File: src/rtl/multicycle_controller.sv
// multicycle_controller: multicycle RISC-V style control FSM with a memory-wait watchdog.
// Optional: define MULTICYCLE_LUI_EN to add the LUI execute state (code 11).
module multicycle_controller #(
   parameter int WAIT_W = 4
) (
   input  logic       i_clk,
   input  logic       i_rst_n,
   input  logic [6:0] i_opcode,
   input  logic       i_Zero,
   input  logic       i_MemReady,
   output logic       o_PCWrite,
   output logic       o_IRWrite,
   output logic       o_RegWrite,
   output logic       o_MemWrite,
   output logic       o_MemReq,
   output logic       o_AdrSrc,
   output logic [1:0] o_ResultSrc,
   output logic [1:0] o_ALUSrcA,
   output logic [1:0] o_ALUSrcB,
   output logic [1:0] o_ALUOp,
   output logic [3:0] o_State,
   output logic       o_Fault
);
   localparam logic [3:0] FETCH    = 4'd0;
   localparam logic [3:0] DECODE   = 4'd1;
   localparam logic [3:0] MEMADR   = 4'd2;
   localparam logic [3:0] MEMREAD  = 4'd3;
   localparam logic [3:0] MEMWB    = 4'd4;
   localparam logic [3:0] MEMWRITE = 4'd5;
   localparam logic [3:0] EXECR    = 4'd6;
   localparam logic [3:0] ALUWB    = 4'd7;
   localparam logic [3:0] EXECI    = 4'd8;
   localparam logic [3:0] JAL      = 4'd9;
   localparam logic [3:0] BEQ      = 4'd10;
   localparam logic [3:0] LUI      = 4'd11;
   localparam logic [3:0] FAULT    = 4'd15;

   logic [3:0]        state, nxt;
   logic [WAIT_W-1:0] cnt;
   logic              ready, wait_st, cnt_max;

   // Ready is masked during reset so no write strobe fires while held in FETCH.
   assign ready   = i_MemReady & i_rst_n;
   assign cnt_max = &cnt;
   assign wait_st = (state == FETCH) || (state == MEMREAD) || (state == MEMWRITE);
   assign o_State = state;
   assign o_Fault = (state == FAULT);

   always_comb begin
      nxt         = state;
      o_PCWrite   = 1'b0;
      o_IRWrite   = 1'b0;
      o_RegWrite  = 1'b0;
      o_MemWrite  = 1'b0;
      o_MemReq    = 1'b0;
      o_AdrSrc    = 1'b0;
      o_ResultSrc = 2'b00;
      o_ALUSrcA   = 2'b00;
      o_ALUSrcB   = 2'b00;
      o_ALUOp     = 2'b00;
      case (state)
         FETCH: begin
            o_MemReq    = 1'b1;
            o_ALUSrcB   = 2'b10;
            o_ResultSrc = 2'b10;
            o_IRWrite   = ready;
            o_PCWrite   = ready;
            nxt         = ready ? DECODE : (cnt_max ? FAULT : FETCH);
         end
         DECODE: begin
            o_ALUSrcA = 2'b01;
            o_ALUSrcB = 2'b01;
            case (i_opcode)
               7'b0000011, 7'b0100011: nxt = MEMADR;
               7'b0110011:             nxt = EXECR;
               7'b0010011:             nxt = EXECI;
               7'b1101111:             nxt = JAL;
               7'b1100011:             nxt = BEQ;
`ifdef MULTICYCLE_LUI_EN
               7'b0110111:             nxt = LUI;
`endif
               default:                nxt = FAULT;
            endcase
         end
         MEMADR: begin
            o_ALUSrcA = 2'b10;
            o_ALUSrcB = 2'b01;
            nxt       = (i_opcode == 7'b0000011) ? MEMREAD : MEMWRITE;
         end
         MEMREAD: begin
            o_MemReq = 1'b1;
            o_AdrSrc = 1'b1;
            nxt      = ready ? MEMWB : (cnt_max ? FAULT : MEMREAD);
         end
         MEMWB: begin
            o_ResultSrc = 2'b01;
            o_RegWrite  = 1'b1;
            nxt         = FETCH;
         end
         MEMWRITE: begin
            o_MemReq   = 1'b1;
            o_MemWrite = 1'b1;
            o_AdrSrc   = 1'b1;
            nxt        = ready ? FETCH : (cnt_max ? FAULT : MEMWRITE);
         end
         EXECR: begin
            o_ALUSrcA = 2'b10;
            o_ALUOp   = 2'b10;
            nxt       = ALUWB;
         end
         EXECI: begin
            o_ALUSrcA = 2'b10;
            o_ALUSrcB = 2'b01;
            o_ALUOp   = 2'b10;
            nxt       = ALUWB;
         end
         ALUWB: begin
            o_RegWrite = 1'b1;
            nxt        = FETCH;
         end
         JAL: begin
            o_ALUSrcA = 2'b01;
            o_ALUSrcB = 2'b10;
            o_PCWrite = 1'b1;
            nxt       = ALUWB;
         end
         BEQ: begin
            o_ALUSrcA = 2'b10;
            o_ALUOp   = 2'b01;
            o_PCWrite = i_Zero;
            nxt       = FETCH;
         end
`ifdef MULTICYCLE_LUI_EN
         LUI: begin
            o_ALUSrcA = 2'b11;
            o_ALUSrcB = 2'b01;
            nxt       = ALUWB;
         end
`endif
         default: nxt = FAULT;
      endcase
   end

   // The watchdog restarts from zero whenever the state changes, so each wait state gets a full budget.
   always_ff @(posedge i_clk or negedge i_rst_n) begin
      if (!i_rst_n) begin
         state <= FETCH;
         cnt   <= '0;
      end else begin
         state <= nxt;
         cnt   <= (nxt != state) ? '0 : ((wait_st && !ready) ? cnt + 1'b1 : cnt);
      end
   end
endmodule

File: config.mk
export PLATFORM = sky130hd
export DESIGN_NAME = multicycle_controller
export DESIGN_NICKNAME = d
export VERILOG_FILES = /design/src/rtl/multicycle_controller.sv
export SDC_FILE = /design/constraint.sdc
export NUM_CORES = 1
export LEC_CHECK = 0
export CAP_MARGIN = 20
export CORE_ASPECT_RATIO = 1.2
export CORE_MARGIN = 8
export CORE_UTILIZATION = 50
export DETAILED_ROUTE_END_ITERATION = 10
export PLACE_DENSITY_LB_ADDON = 0.08
export RECOVER_POWER = 50
export SETUP_SLACK_MARGIN = 0.5
export SLEW_MARGIN = 20
export SYNTH_ARGS = -nofsm -noshare
export SYNTH_HDL_FRONTEND = slang
export SYNTH_SLANG_ARGS = --single-unit
File: constraint.sdc
create_clock -name i_clk -period 2.85 [get_ports i_clk]
set_input_delay 0.57 -clock i_clk [delete_from_list [all_inputs] [get_ports i_clk]]
set_output_delay 0.57 -clock i_clk [all_outputs]
set_load 0.005 [all_outputs]
==> impl_metrics.env <==
export IMPL_report_final_slew_viol_count=0
export IMPL_drc=0
export IMPL_syn_area_um2=976
export IMPL_hold_buffers=0
export IMPL_ant_nets=0
export IMPL_htree_levels=1
export IMPL_max_slew_margin_rel_pct=68.8
export IMPL_dp_hpwl_um=2070
export IMPL_synth_ff_type="dfrtp_1"
export IMPL_synth_fa_ha_area_share_pct=1.28
export IMPL_synth_edf_count=0
export IMPL_grt_pass1_wl_um=4530
export IMPL_cts_sinks=8
export IMPL_wl_met1_um=1150
export IMPL_synth_cells=126
export IMPL_finalWirelength_um=2640
export IMPL_wl_met3_um=119
export IMPL_p_leak_nw=0.580
export IMPL_portBuffers=29
export IMPL_drt_iter0_drc=25
export IMPL_cts_tree="built"
export IMPL_hold_path_class="reg2reg"
export IMPL_cp_start_kind="primary input"
export IMPL_worstMarginPinSlew_ns=0.464
export IMPL_required_ns=3.01
export IMPL_setup_violations=0
export IMPL_drv_cap=0
export IMPL_ys_seq_elements=8
export IMPL_gp_congestion=0.823
export IMPL_grt_antenna_before_repair=0
export IMPL_synth_commonest_cells="nor2_1, nor3_1, a21oi_1"
export IMPL_fillers=148
export IMPL_synth_area_per_cell_um2=7.75
export IMPL_synth_area_leaders="dfrtp_1, nor3_1, nor2_1"
export IMPL_cts_made_buffers=3
export IMPL_initial_utilization_pct=52.7
export IMPL_arrival_ns=2.65
export IMPL_min_period_ns=2.50
export IMPL_synth_top_cell_area_share_pct=20.5
export IMPL_clk_pin_slew_ns=0.05
export IMPL_vias=1047
export IMPL_grt_pass1_vias=1048
export IMPL_fin_util_pct=73.8
export IMPL_wl_per_cell_um=14.8
export IMPL_p_per_area_nw_per_um2=1000
export IMPL_core_area_um2=1850
export IMPL_die_area_um2=3630
export IMPL_grt_max_degree=25
export IMPL_met2_length_um=1330
export IMPL_maxUsedRoutingLayer="met4"
export IMPL_n_antenna_cell=0
export IMPL_synth_most_common_cell="nor2_1"
export IMPL_fin_worst_skew_ns=0.00528
export IMPL_status="complete, no violations"
export IMPL_drive_gt1_share_pct=19.4
export IMPL_synth_xor_area_share_pct=5.38
export IMPL_gr_total_overflow=0
export IMPL_worstPathMaxFanout=9
export IMPL_die_y_um=64.4
export IMPL_crit_path_end_kind="flip-flop"
export IMPL_synth_mux_area_share_pct=2.18
export IMPL_synth_compound_area_share_pct=20.4
export IMPL_clk_latency_ns=0.25
export IMPL_rsz0062_at_grt="true"
export IMPL_io_pins=30
export IMPL_nets=174
export IMPL_yosysTopAreaCell="dfrtp_1"
export IMPL_fmax_ghz=0.400
export IMPL_grt_usage_pct=14.4
export IMPL_async_flop_share_pct=100
export IMPL_peakVddDrop_mv=0.726
export IMPL_yosys_area_share_simple_pct=43.8
export IMPL_synth_cell_types=42
export IMPL_firstDrtPassIters=4
export IMPL_cts_root_buf="clkbuf_4"
export IMPL_fin_crit_sh_pct=87.6
export IMPL_row_count=17
export IMPL_clockBufferDepth=2
export IMPL_yosys_warnings=0
export IMPL_crit_type="in2reg"
export IMPL_die_w_um=56.3
export IMPL_synth_seq_area_share_pct=20.5
export IMPL_syn_nets=138
export IMPL_synth_top_family_by_area="simple AND/OR/NAND/NOR gates"
export IMPL_via_per_inst=5.85
export IMPL_fin_tns_setup_ns=0
export IMPL_hold_viol=0
export IMPL_syn_to_final_growth_pct=39.9
-- stage by stage --
step / power [mW] / cell area, um^2 / setup slack (ns) / instances / hold WS (ns)
6_report: 1.37 / 1370 / 0.353 / 179 / 0.585
4_1_cts: 1.38 / 1360 / 0.446 / 177 / 0.559
3_5_place_dp: 1.26 / 1300 / 0.163 / 173 / 0.553
2_1_floorplan: 0.876 / 976 / 0.879 / 126 / 0.274
5_1_grt: 1.49 / 1370 / 0.214 / 179 / 0.612
3_3_place_gp: 1.25 / 1300 / 0.163 / 173 / 0.552
-- per-layer routing --
layer,global-route usage (%),up-vias
met5,0,-
met4,5.12,0
met3,3.36,4
met2,24.0,27
met1,17.6,489
li1,-,527
-- registers in the layout (all words and copies together) (netlist names) --
signal	count
cnt	4
o_State	4
-- kinds of logic after synthesis --
| family | after synthesis |
|---|---|
| multiplexers | 2 |
| flip-flops | 8 |
| adder cells (fa/ha/maj) | 1 |
| AND/OR/NAND/NOR | 69 |
| AO/OA/AOI/OAI | 28 |
| XOR/XNOR | 6 |
| buffers and inverters | 12 |
-- worst paths after layout --
path                         endpoint  depth (start not counted)  slack, ns       start
setup reg to reg               cnt[3]                          7       0.69  o_State[1]
hold reg to reg                cnt[3]                          2       0.58      cnt[3]
setup / recovery               cnt[2]                          8       0.35     i_rst_n
hold / removal                 cnt[3]                          2       0.58      cnt[3]
min in group asynchronous  o_State[2]                          2       0.72     i_rst_n
max in group asynchronous  o_State[0]                          2       2.01     i_rst_n
-- area by class of cell --
type / instances / area, um^2 / area share (%)
clock buffers: 3 / 22.5 / 1.65
inverters: 2 / 7.51 / 0.550
multi-input cells: 106 / 734 / 53.8
flip-flops and latches: 8 / 201 / 14.8
well taps: 19 / 23.8 / 1.74
repair buffers: 41 / 375 / 27.5
-- worst max-delay path: stages --
cell           delay, ns
dlygate4sd3_1       0.57
buf_6               0.15
and2_0              0.37
o21bai_1            0.12
a21oi_1             0.33
a31o_2              0.24
nand4_4             0.09
nor3_1              0.20
-- where the power goes --
| part | total, mW | internal, mW | switching (mW) |
|---|---|---|---|
| logic | 1.10 | 0.537 | 0.558 |
| clock network | 0.0815 | 0.0478 | 0.0336 |
| registers | 0.194 | 0.151 | 0.0428 |
| total | 1.37 | 0.736 | 0.635 |
-- cells in the final DEF (no fill, tap or decap), types with 2 or more instances in the layout --
cell | netlist | final
dlygate4sd3_1 | 0 | 2
o21bai_1 | 2 | 2
nand2_1 | 6 | 6
nand3_1 | 7 | 7
clkdlybuf4s50_1 | 0 | 20
buf_4 | 0 | 8
a211oi_1 | 2 | 2
dlymetal6s2s_1 | 0 | 3
clkbuf_4 | 0 | 3
nor2b_1 | 5 | 4
dfrtp_1 | 8 | 7
clkbuf_2 | 0 | 2
o31ai_1 | 2 | 2
o21ai_1 | 0 | 2
o21ai_0 | 6 | 4
a21oi_1 | 9 | 8
clkbuf_1 | 5 | 2
or3_1 | 2 | 2
nor4_1 | 5 | 5
xor2_1 | 4 | 4
nand2b_1 | 7 | 6
nand4_2 | 2 | 2
nor2_1 | 13 | 13
xnor2_1 | 2 | 2
inv_1 | 2 | 2
buf_6 | 2 | 2
nor3_1 | 10 | 10
dlygate4sd2_1 | 0 | 2
-- what timing repair did --
| item | CTS | global route |
|---|---|---|
| setup endpoints to repair | 12 | 14 |
| resized for setup | 13 | 12 |
| setup buffers | 1 | 2 |
No activity file was read; power rests on OpenSTA's default activity.
